==> src/rtl/bpsk_pkg.sv <==
// Shared constants and types for the BPSK/QPSK stream mapper.
// Symbol encoding matches the legacy combinational mapper:
// bit 0 -> +1 (2'b01), bit 1 -> -1 (2'b11), no energy -> 2'b00.
package bpsk_pkg;

  localparam logic [1:0] SYM_POS  = 2'b01;
  localparam logic [1:0] SYM_NEG  = 2'b11;
  localparam logic [1:0] SYM_ZERO = 2'b00;

  localparam logic MODE_BPSK = 1'b0;
  localparam logic MODE_QPSK = 1'b1;

  typedef enum logic [0:0] {
    ST_IDLE = 1'b0,
    ST_SEND = 1'b1
  } state_t;

endpackage

==> src/rtl/bpsk_sym_map.sv <==
// Single-bit to 2-bit antipodal symbol mapper with an energy enable.
// Disabled lanes emit SYM_ZERO so padding and idle cycles carry no energy.
module bpsk_sym_map
  import bpsk_pkg::*;
(
  input  logic       bit_in,
  input  logic       en,
  output logic [1:0] sym
);

  // Map the bit to +1/-1, or to zero when the lane is not in use
  always_comb begin
    sym = SYM_ZERO;
    if (en) begin
      sym = bit_in ? SYM_NEG : SYM_POS;
    end
  end

endmodule

==> src/rtl/bpsk_qpsk_stream_mapper.sv <==
// Clocked BPSK/QPSK stream mapper.
// Accepts one N-bit codeword per input handshake and serialises it LSB-first
// as BPSK (1 bit/symbol) or QPSK (2 bits/symbol) symbols on an output stream.
//
// Handshake rule (both ports): a transfer happens on a rising edge where
// valid && ready. A source holds its payload stable while valid && !ready;
// here the symbol outputs are pure functions of registered state, so they
// cannot change while sym_valid && !sym_ready.
//
// busy mirrors the FSM (1 = ST_SEND) and doubles as the state debug view.
module bpsk_qpsk_stream_mapper
  import bpsk_pkg::*;
#(
  parameter int N     = 12,
  parameter int CNT_W = $clog2(N + 1)
) (
  input  logic         clk,
  input  logic         rst,
  input  logic [N-1:0] in_data,
  input  logic         in_valid,
  output logic         in_ready,
  input  logic         in_mode,
  output logic [1:0]   sym_i,
  output logic [1:0]   sym_q,
  output logic         sym_valid,
  input  logic         sym_ready,
  output logic         sym_last,
  output logic         busy
);

  // Counter load values: symbol count minus one for each mode
  localparam logic [CNT_W-1:0] LAST_BPSK = CNT_W'(N - 1);
  localparam logic [CNT_W-1:0] LAST_QPSK = CNT_W'((N + 1) / 2 - 1);
  // With odd N the final QPSK symbol has no partner bit for Q
  localparam logic             ODD_N     = logic'(N % 2);

  state_t           state;
  logic [N-1:0]     shift_q;
  logic [CNT_W-1:0] cnt_q;
  logic             mode_q;

  logic send;
  logic at_last;
  logic sym_fire;
  logic in_fire;
  logic i_en;
  logic q_en;

  assign send     = (state == ST_SEND);
  assign at_last  = (cnt_q == '0);
  assign sym_fire = send && sym_ready;

  // Accept a new codeword when idle, or on the same edge the last symbol
  // leaves, so consecutive codewords stream without a bubble.
  assign in_ready = !rst && (!send || (sym_fire && at_last));
  assign in_fire  = in_valid && in_ready;

  assign sym_valid = send;
  assign sym_last  = send && at_last;
  assign busy      = send;

  assign i_en = send;
  assign q_en = send && (mode_q == MODE_QPSK) && !(ODD_N && at_last);

  bpsk_sym_map u_map_i (
    .bit_in (shift_q[0]),
    .en     (i_en),
    .sym    (sym_i)
  );

  bpsk_sym_map u_map_q (
    .bit_in (shift_q[1]),
    .en     (q_en),
    .sym    (sym_q)
  );

  // FSM, shift register and symbol counter; a new codeword takes priority
  // over retiring the last symbol of the previous one
  always_ff @(posedge clk or posedge rst) begin
    if (rst) begin
      state   <= ST_IDLE;
      shift_q <= '0;
      cnt_q   <= '0;
      mode_q  <= MODE_BPSK;
    end else if (in_fire) begin
      state   <= ST_SEND;
      shift_q <= in_data;
      mode_q  <= in_mode;
      cnt_q   <= (in_mode == MODE_QPSK) ? LAST_QPSK : LAST_BPSK;
    end else if (sym_fire) begin
      if (at_last) begin
        state <= ST_IDLE;
      end else begin
        shift_q <= (mode_q == MODE_QPSK) ? (shift_q >> 2) : (shift_q >> 1);
        cnt_q   <= cnt_q - CNT_W'(1);
      end
    end
  end

endmodule

==> config.mk <==
export PLATFORM = sky130hd
export DESIGN_NAME = bpsk_qpsk_stream_mapper
export DESIGN_NICKNAME = d
export VERILOG_FILES = /design/src/rtl/bpsk_pkg.sv /design/src/rtl/bpsk_sym_map.sv /design/src/rtl/bpsk_qpsk_stream_mapper.sv
export SDC_FILE = /design/constraint.sdc
export NUM_CORES = 1
export LEC_CHECK = 0
export BUFFER_PORTS_ARGS = -buffer_cell sky130_fd_sc_hd__buf_2
export CAP_MARGIN = 5
export CORE_MARGIN = 5
export CORE_UTILIZATION = 35
export DETAILED_ROUTE_END_ITERATION = 12
export PLACE_DENSITY_LB_ADDON = 0.25
export SLEW_MARGIN = 20
export SYNTH_ARGS = -nofsm -noshare
export SYNTH_HDL_FRONTEND = slang
export SYNTH_SLANG_ARGS = --single-unit
==> constraint.sdc <==
create_clock -name clk -period 3.15 [get_ports clk]
set_input_delay 0.7875 -clock clk [delete_from_list [all_inputs] [get_ports clk]]
set_output_delay 0.7875 -clock clk [all_outputs]
set_load 0.02 [all_outputs]
==> results of run 1 <==
[routing by layer]
metal | GRT usage, % | vias to the layer above | part of all wire, %
met5 | 0 | - | 0
met4 | 3.72 | 0 | 0.56
met3 | 4.43 | 2 | 4.4
met2 | 24.5 | 21 | 50
met1 | 17.2 | 515 | 45
li1 | - | 513 | -
[cells by family (layout without fill, tap and decap cells)]
group	Yosys count	in the layout	synth area share [%]
AO/OA/AOI/OAI	53	53	32.6
AND/OR/NAND/NOR	29	29	16.5
flip-flops	18	18	38.2
buffers and inverters	18	33	7.21
multiplexers	4	4	3.39
adder cells (fa/ha/maj)	2	2	2.12
[placed cells by master (no fill, tap or decap), types with 2 or more instances in the layout]
cell type  netlist  layout
inv_1            5       5
ha_1             2       2
o21ai_0          6       6
clkbuf_4         0       3
nand2_1          2       2
buf_2            5      24
o211ai_1         7       7
dfrtp_1         18      18
a21oi_1          9       9
o21ai_1          2       2
and2_1           3       3
o31ai_1          6       6
a2111oi_0        6       6
nor2b_1          7       7
or4_1            2       2
o211a_1          5       5
mux2i_1          4       4
a31oi_1          3       3
a211oi_1         2       2
a311o_1          4       4
nor3_1           5       5
[power groups by stage]
stage	sequential, W	combinational (W)	clock (W)
4_1_cts	0.000457	0.000497	0.000123
5_1_grt	0.000478	0.000550	0.000132
3_5_place_dp	0.000463	0.000495	0
6_report	0.000458	0.000492	0.000116
3_3_place_gp	0.000453	0.000482	0
2_1_floorplan	0.000398	0.000442	0
[area by class of cell]
class | count | share of cell area [%]
well taps | 46 | 4.36
multi-input cells | 88 | 48.8
repair buffers | 25 | 9.66
inverters | 5 | 1.42
clock buffers | 3 | 1.70
flip-flops and latches | 18 | 34.1
[through the flow]
step                utilization [%]  cell area (um2)  setup WS (ps)  hold slack [ps]
floorplan                         -             1180            911              502
global placement               39.2             1300            888              535
global route                   39.9             1320            267              602
CTS                            39.9             1320            436              573
detailed placement             39.2             1300            786              548
finish                         39.9             1320            410              562
[state kept, by name (all words and copies together) (netlist names)]
name / flops
busy: 1
shift_q: 12
cnt_q: 4
mode_q: 1
[worst max path at each step]
stage                   from  endpoint  cells past startpoint
finish              cnt_q[0]  sym_last                      5
global route        cnt_q[0]  sym_last                      5
CTS                 cnt_q[0]  sym_last                      5
detailed placement  cnt_q[0]  sym_last                      5
global placement    cnt_q[0]  sym_last                      5
floorplan           cnt_q[0]  sym_last                      5
[worst max-delay path, stage by stage, from the launching register on]
cell and delay [ps]:
dfrtp_1 410, inv_1 110, ha_1 220, or3b_1 550, nor2_1 170, buf_2 180
[synthesized netlist by cell type]
| cell | n | area share (%) |
|---|---|---|
| and3_1 | 1 | 0.53 |
| nand2_1 | 2 | 0.64 |
| a211oi_1 | 2 | 1.3 |
| a31o_1 | 1 | 0.74 |
| o21ai_1 | 2 | 0.85 |
| nand4b_1 | 1 | 0.74 |
| nand3_1 | 1 | 0.42 |
| o31ai_1 | 6 | 3.8 |
| a21o_1 | 1 | 0.64 |
| nor2b_1 | 7 | 3.7 |
| ha_1 | 2 | 2.1 |
| buf_4 | 3 | 1.9 |
| a21oi_1 | 9 | 3.8 |
| nor3_1 | 5 | 2.1 |
| nand4bb_1 | 1 | 0.95 |
| mux2i_1 | 4 | 3.4 |
| clkbuf_1 | 5 | 1.6 |
| or3b_1 | 1 | 0.74 |
| nor3b_2 | 1 | 1.1 |
| dfrtp_1 | 18 | 38 |
| o211ai_1 | 7 | 4.5 |
| o211a_1 | 5 | 4.2 |
| o21ai_0 | 6 | 2.5 |
| inv_1 | 5 | 1.6 |
| nand2b_1 | 1 | 0.53 |
| and4bb_4 | 1 | 1.4 |
| or3_1 | 1 | 0.53 |
| a2111oi_0 | 6 | 4.5 |
| o21ai_2 | 1 | 0.74 |
| a311o_1 | 4 | 3.4 |
| nor2_1 | 1 | 0.32 |
| buf_2 | 5 | 2.1 |
| and2_1 | 3 | 1.6 |
| a31oi_1 | 3 | 1.6 |
| or4_1 | 2 | 1.3 |
==> results by group, run 1 <==
Layout
  – Layout net count: 160
  – Antenna diode count: 0
  – Ratio of cells with drive above 1 in the final layout: 22.3%
  – Area Overhead vs Synth: 12.0%
  – Multi-input logic area: 644 um2
  – Fillers: 349
  – Final cell count without fillers: 185
  – Register area: 450 um2

Run status
  – Outcome: completed

Logic synthesis
  – Mapped cell area: 1180 um2
  – Syn Inst Count: 124
  – Ys Warns: 0
  – Syn Area/Cell: 9.52 um2
  – Unique masters post-synth: 35
  – Synthesized Nets: 143
  – Post-synthesis register bit count: 18
  – Sequential cell area fraction in the yosys report: 38.2%

Floorplan
  – Die area: 4630 um2
  – Core box area: 3310 um2
  – Starting Density: 35.6%
  – # IOs: 25
  – Row Count: 21
  – Die Y: 68.1 um
  – Die width: 68.1 um

Pwr
  – Leakage: 0.599 nW
  – Sw Ratio: 44.0%
  – P_sw: 0.000470 W
  – Total chip power: 0.00107 W
  – Sequential share of power: 43.0%
  – Peak supply drop: 0.000234 V
  – Combinational power share: 46.1%
  – Part of the power in the clock network: 10.9%
  – P per Cell Area: 808 nW/um2
  – Int Pwr: 0.000597 W

Worst setup path
  – Worst r2r src: cnt_q[0]
  – Critical path capture point type: primary output
  – R2R setup slack: 1030 ps
  – R2R Path End: shift_q[8]
  – WS Path Type: register to primary output
  – CP Launch Type: register
  – Crit path max fanout: 11
  – Required time of the critical path: 2360 ps
  – WP data arrival: 1950 ps
  – Path depth of the worst reg2reg path: 5

Timing
  – Clock skew: 11.1 ps
  – Hold Fails Final Rpt: 0
  – Pins Over Slew Limit: 0
  – RSZ-0062 raised after global routing: false
  – Setup TNS: 0 ps
  – Final period utilization: 87.0%
  – Final setup fails: 0
  – Min cycle time layout: 2740 ps
  – Peak Freq: 365 MHz
  – Rel. slew slack: 39.8%
  – Worst slew pin tran: 898 ps

CTS
  – CTS Hold Bufs: 0
  – H-tree levels: 1
  – CTS tree: yes
  – Clock-pin slew of the registers on the worst-case setup and hold paths: 110 ps
  – Longest Clk Path Bufs: 2
  – Post-CTS sizing: 0
  – Worst-skew pair later-pin latency: 300 ps
  – Setup bufs post-CTS: 0
  – Num CTS Buffers: 3
  – Clock sink count: 18
  – Clock root buffer: clkbuf_4

Placement
  – Placed wire-length estimate: 2.18 mm
  – Buffers on Ports: 24
  – Placed Cells: 182
  – Global placement routability congestion: 0.810

Route
  – Routed Antenna Nets: 0
  – Vias: 1,051
  – Number of vias per cell: 5.68
  – Wirelength, routed: 3.05 mm
  – # DRC: 0
  – Drt pass-1 iters: 4
  – Drt wl/cell: 16.5 um
  – Initial drt markers: 98

GRT
  – Total gr overflow: 0
  – Vias in the first global route: 1,051
  – Pin count of the biggest net entering global routing: 21
  – First-pass GRT wire length: 4.99 mm
  – GR Util All Layers: 14.3%
  – Initial antenna violation count: 0

Worst hold path
  – Class of the tightest hold or removal check: register to register
  – Worst Hold End: shift_q[9]
  – Hold_sp: shift_q[9]
  – Hold Crit Depth: 1

Run
  – Max_cap viols: 0
Power figures use the tool's default switching activity.
==> inputs of run 2 (changes only) <==
--- a/config.mk
+++ b/config.mk
@@ -5,6 +5,7 @@
 export SDC_FILE = /design/constraint.sdc
 export NUM_CORES = 1
 export LEC_CHECK = 0
+export ABC_AREA = 1
 export BUFFER_PORTS_ARGS = -buffer_cell sky130_fd_sc_hd__buf_2
 export CAP_MARGIN = 5
 export CORE_MARGIN = 5
==> run 2 against run 1 <==
Via count is 5.9% lower. Count of clock-buffer cells in the layout increased by 1. Register-to-register slack gained 470 ps. Routed wire length is 19% lower. Critical path depth unchanged. Clock power is 27% higher. Critical path type unchanged. Largest power group unchanged.
==> results by group, run 2 <==
Run status
  – Outcome: completed

CTS
  – Post-CTS sizing: 0
  – CTS Hold Bufs: 0
  – Worst-skew pair later-pin latency: 300 ps
  – Setup bufs post-CTS: 0
  – Num CTS Buffers: 3
  – CTS tree: yes
  – H-tree levels: 1
  – Clock-pin slew of the registers on the worst-case setup and hold paths: 110 ps
  – Clock root buffer: clkbuf_4
  – Longest Clk Path Bufs: 2
  – Clock sink count: 18

Layout
  – Multi-input logic area: 561 um2
  – Ratio of cells with drive above 1 in the final layout: 22.1%
  – Most frequent cells in the layout: 47 x nand2_1, 24 x buf_2, 18 x nand3_1, 18 x dfrtp_1, 15 x inv_1
  – Antenna diode count: 0
  – Largest register FFs: 12
  – Largest Register: shift_q
  – Layout net count: 192
  – Commonest non-fill, non-tap cell in the layout: nand2_1
  – Register area: 450 um2
  – Top flop regs: shift_q x12, cnt_q x4
  – Final Instance Area: 1290 um2
  – Area Overhead vs Synth: 14.6%
  – Final cell count without fillers: 216
  – Fillers: 344

Placement
  – Buffers on Ports: 24
  – Placed cell area: 1260 um2
  – Placed wire-length estimate: 1.77 mm
  – Placed Cells: 212
  – Global placement routability congestion: 0.747

Route
  – Drt pass-1 iters: 4
  – Vias: 989
  – # DRC: 0
  – Drt wl/cell: 11.5 um
  – Routed Antenna Nets: 0
  – Number of vias per cell: 4.58
  – Initial drt markers: 36
  – Wirelength, routed: 2.49 mm

Logic synthesis
  – Unique masters post-synth: 24
  – Mapped cell area: 1130 um2
  – Synth area leader: dfrtp_1
  – Main synth FF type: dfrtp_1
  – Area contributors post-synth: dfrtp_1 40%, nand2_1 16%, nand3_1 8.0%
  – Syn Area/Cell: 7.52 um2
  – EDFF count, synth: 0
  – Post-synth top cells: 47 x nand2_1, 18 x dfrtp_1, 18 x nand3_1, 15 x inv_1, 12 x o21ai_0
  – Ys Warns: 0
  – Synthesized Nets: 169
  – Count leader, synth: nand2_1
  – Post-synthesis register bit count: 18
  – Ys async rst share: 100%
  – Synth top area share: 39.9%
  – Sequential cell area fraction in the yosys report: 39.9%
  – Syn Inst Count: 150

Timing
  – Hold Slack: 488 ps
  – Rel. slew slack: 70.8%
  – Final setup fails: 0
  – Final period utilization: 77.1%
  – Peak Freq: 412 MHz
  – RSZ-0062 raised after global routing: false
  – Min cycle time layout: 2430 ps
  – Worst slew pin tran: 438 ps
  – Setup TNS: 0 ps
  – Pins Over Slew Limit: 0
  – Clock skew: 8.39 ps
  – Hold Fails Final Rpt: 0

Worst setup path
  – Required time of the critical path: 2360 ps
  – Critical path capture point type: primary output
  – Worst r2r src: cnt_q[0]
  – CP Launch Type: register
  – Worst Setup SP: cnt_q[0]
  – WP data arrival: 1640 ps
  – WS Path Type: register to primary output
  – Crit path max fanout: 10

Floorplan
  – # IOs: 25
  – Die width: 66.8 um
  – Starting Density: 36.7%
  – Die Y: 66.8 um
  – Row Count: 20
  – Die area: 4460 um2
  – Core box area: 3080 um2

GRT
  – Vias in the first global route: 939
  – GR Util All Layers: 12.6%
  – Total gr overflow: 0
  – Pin count of the biggest net entering global routing: 20
  – Initial antenna violation count: 0
  – First-pass GRT wire length: 4.25 mm

Pwr
  – Peak supply drop: 0.000341 V
  – Total chip power: 0.00118 W
  – Leakage: 0.691 nW
  – P per Cell Area: 915 nW/um2

Run
  – Max_cap viols: 0

Worst hold path
  – Class of the tightest hold or removal check: register to register
  – Hold_sp: shift_q[0]
[run 2: path summary, 6_finish.rpt]
check | slack, ps | to | depth (start not counted)
setup reg to reg | 1500 | shift_q[3] | 9
hold / removal | 490 | shift_q[0] | 2
min in group asynchronous | 500 | shift_q[0] | 2
hold reg to reg | 490 | shift_q[0] | 2
max in group asynchronous | 2120 | shift_q[8] | 3
setup / recovery | 720 | in_ready | 5
[run 2: logic make-up after synthesis]
group / share of synthesized area [%]
multiplexers: 1.77
adder cells (fa/ha/maj): 2.22
AO/OA/AOI/OAI: 8.65
buffers and inverters: 10.4
AND/OR/NAND/NOR: 35.5
flip-flops: 39.9
XOR/XNOR: 1.55
[run 2: power breakdown]
group / internal, W / switching, W
sequential: 0.000339 / 0.000111
clock: 0.0000705 / 0.0000761
combinational: 0.000221 / 0.000366
total: 0.000631 / 0.000553
[run 2: per-stage QoR]
stage          util [%]  setup WS [ps]
2_1_floorplan         -           1180
3_3_place_gp       40.9            836
3_5_place_dp       40.9            814
4_1_cts            42.0            698
5_1_grt            42.0            579
6_report           42.0            722
[run 2: worst max-delay path, cell delays in order, from the launching register on]
cell	delay [ps]
dfrtp_1	390
inv_1	120
ha_1	200
nand3_2	130
a21oi_4	290
buf_2	230
[run 2: area by class of cell]
class	instances	share of cell area, %
multi-input combinational	108	43.3
sequential	18	34.8
timing repair buffer	25	9.86
inverter	17	4.93
tap	44	4.26
clock buffer	4	2.80
[run 2: metal layers]
layer	part of all wire, %	up-vias	global-route usage (%)
li1	-	518	-
met1	47	441	16.4
met2	45	25	20.2
met3	6.2	5	3.54
met4	0.97	0	3.81
met5	0	-	0
==> inputs of run 3 (changes only) <==
--- a/config.mk
+++ b/config.mk
@@ -5,7 +5,7 @@
 export SDC_FILE = /design/constraint.sdc
 export NUM_CORES = 1
 export LEC_CHECK = 0
-export ABC_AREA = 1
+export ABC_AREA = 0
 export BUFFER_PORTS_ARGS = -buffer_cell sky130_fd_sc_hd__buf_2
 export CAP_MARGIN = 5
 export CORE_MARGIN = 5
==> constraint.sdc (replaced) <==
create_clock -name clk -period 2.3 [get_ports clk]
set_input_delay 0.575 -clock clk [delete_from_list [all_inputs] [get_ports clk]]
set_output_delay 0.575 -clock clk [all_outputs]
set_load 0.02 [all_outputs]
==> run 3 against run 2 <==
Count of clock-buffer cells in the layout is the same. Routed wire length is 27% higher. Register-to-register slack worse by 1000 ps. Clock power is 39% higher. First-iteration DRC count grew to 2.5 times the previous value. Final cell count down 12%. Power up 31%. Critical path type unchanged. Critical endpoint is now sym_last.
==> results by group, run 3 (synthesis results as in run 1) <==
Run status
  – Outcome: completed

Layout
  – Final Instance Area: 1370 um2
  – Ratio of cells with drive above 1 in the final layout: 26.4%
  – Final cell count without fillers: 190
  – Antenna diode count: 0
  – Most frequent cells in the layout: 23 x buf_2, 18 x dfrtp_1, 9 x a21oi_1
  – Area Overhead vs Synth: 16.1%
  – Largest Register: shift_q
  – Fillers: 342
  – Commonest non-fill, non-tap cell in the layout: buf_2
  – Layout net count: 164
  – Top flop regs: shift_q x12, cnt_q x4
  – Largest register FFs: 12

Worst setup path
  – Critical path destination: sym_last
  – R2R setup slack: 460 ps
  – Worst r2r src: busy
  – CP Launch Type: register
  – WP data arrival: 1630 ps
  – Required time of the critical path: 1730 ps
  – Critical path capture point type: primary output
  – WS Path Type: register to primary output
  – Worst Setup SP: cnt_q[0]
  – Instance count on the critical path: 5
  – Critical-path cell list: inv_2 -> ha_2 -> or3b_1 -> nor2_1 -> buf_4
  – Worst path max stage delay: 420 ps
  – Crit path max-delay family: simple AND/OR/NAND/NOR gates
  – Path depth of the worst reg2reg path: 3
  – Crit path max fanout: 4
  – Buffers and inverters on the worst path: 2
  – Worst path slowest cell: dfrtp_1
  – R2R Path End: shift_q[5]

Pwr
  – P per Cell Area: 1130 nW/um2
  – Peak supply drop: 0.000328 V
  – Leakage: 0.623 nW

CTS
  – H-tree levels: 1
  – Worst-skew pair later-pin latency: 300 ps
  – CTS tree: yes
  – Num CTS Buffers: 3
  – Longest Clk Path Bufs: 2
  – CTS Hold Bufs: 0
  – Clock sink count: 18
  – Clock-pin slew of the registers on the worst-case setup and hold paths: 110 ps
  – Clock root buffer: clkbuf_4

Placement
  – Buffers on Ports: 24
  – Placed wire-length estimate: 2.18 mm
  – Global placement routability congestion: 0.823
  – Placed cell area: 1330 um2
  – Placed Cells: 186

GRT
  – Initial antenna violation count: 0
  – GR Util All Layers: 14.4%
  – Pin count of the biggest net entering global routing: 19
  – First-pass GRT wire length: 5.04 mm
  – Total gr overflow: 0
  – Vias in the first global route: 1,066

Timing
  – Min cycle time layout: 2210 ps
  – Peak Freq: 453 MHz
  – Worst slew pin tran: 695 ps
  – Rel. slew slack: 53.6%
  – Clock skew: 1.59 ps
  – RSZ-0062 raised after global routing: false
  – Final period utilization: 95.9%
  – Hold Fails Final Rpt: 0
  – Final setup fails: 0
  – Pins Over Slew Limit: 0
  – Setup TNS: 0 ps

Route
  – Number of vias per cell: 5.76
  – Drt wl/cell: 16.6 um
  – # DRC: 0
  – Routed Antenna Nets: 0
  – Initial drt markers: 91
  – Wirelength, routed: 3.15 mm
  – Vias: 1,094
  – Drt pass-1 iters: 4

Worst hold path
  – Class of the tightest hold or removal check: input port to asynchronous set/reset pin

Run
  – Max_cap viols: 0

Floorplan
  – Core box area: 3310 um2
  – Starting Density: 35.6%
  – Row Count: 21
  – # IOs: 25
  – Die Y: 68.1 um
  – Die width: 68.1 um
  – Die area: 4630 um2
[run 3: cell types whose count changed in the layout (fill, tap and decap cells not counted), moves of 7 or more]
cell,delta
nand3_1,-17
o211ai_1,+7
nor2b_1,+7
a21oi_1,+7
inv_1,-11
nand2_1,-45
nor2_1,-10
[run 3: power breakdown]
group / switching (W) / internal (W)
Sequential: 0.000157 / 0.000456
Clock: 0.000108 / 0.0000965
Combinational: 0.000404 / 0.000332
[run 3: cell type report]
| type | instances | area, um2 | share of cell area (%) |
|---|---|---|---|
| multi-input cells | 88 | 647 | 47.2 |
| flip-flops and latches | 18 | 450 | 32.9 |
| repair buffers | 29 | 160 | 11.7 |
| well taps | 46 | 57.6 | 4.20 |
| clock buffers | 4 | 36.3 | 2.65 |
| inverters | 5 | 18.8 | 1.37 |
[run 3: stage by stage]
step                      setup slack, ps  utilization, %  power, W  hold slack, ps
after floorplan                       274               -   0.00115             502
after global placement                420            40.1   0.00132             531
after detailed placement              398            40.1   0.00134             541
after CTS                            51.1            41.2   0.00155             416
after global routing                 15.0            41.4   0.00168             462
final                                94.0            41.4   0.00155             388
[run 3: worst min path at each step]
stage | endpoint | cells past startpoint | from | slack, ps
2_1_floorplan | shift_q[6] | 1 | shift_q[6] | 500
3_3_place_gp | shift_q[6] | 1 | shift_q[6] | 530
3_5_place_dp | shift_q[9] | 1 | shift_q[9] | 540
4_1_cts | busy | 2 | rst | 420
5_1_grt | cnt_q[2] | 2 | rst | 460
6_report | busy | 2 | rst | 390
[run 3: worst reg2reg max path: cells and delay by family, from the launching register on]
family | cells | cell delay, ps
and+or+nand+nor | 1 | 420
AOI/OAI and AO/OA | 2 | 720
DFF | 1 | 570
[run 3: per-layer routing]
layer | vias up | wire length [um] | global-route usage [%]
li1 | 522 | - | -
met1 | 546 | 1440 | 18.4
met2 | 24 | 1570 | 24.9
met3 | 2 | 124 | 1.97
met4 | 0 | 16 | 4.47
met5 | - | 0 | 0
[run 3: what timing repair did]
| item | 4_1_cts | 5_1_grt |
|---|---|---|
| endpoints found under the setup margin | 0 | 1 |
| gates resized for setup | 0 | 3 |
| hold endpoints to repair | 0 | 0 |
| buffers inserted | 0 | 0 |
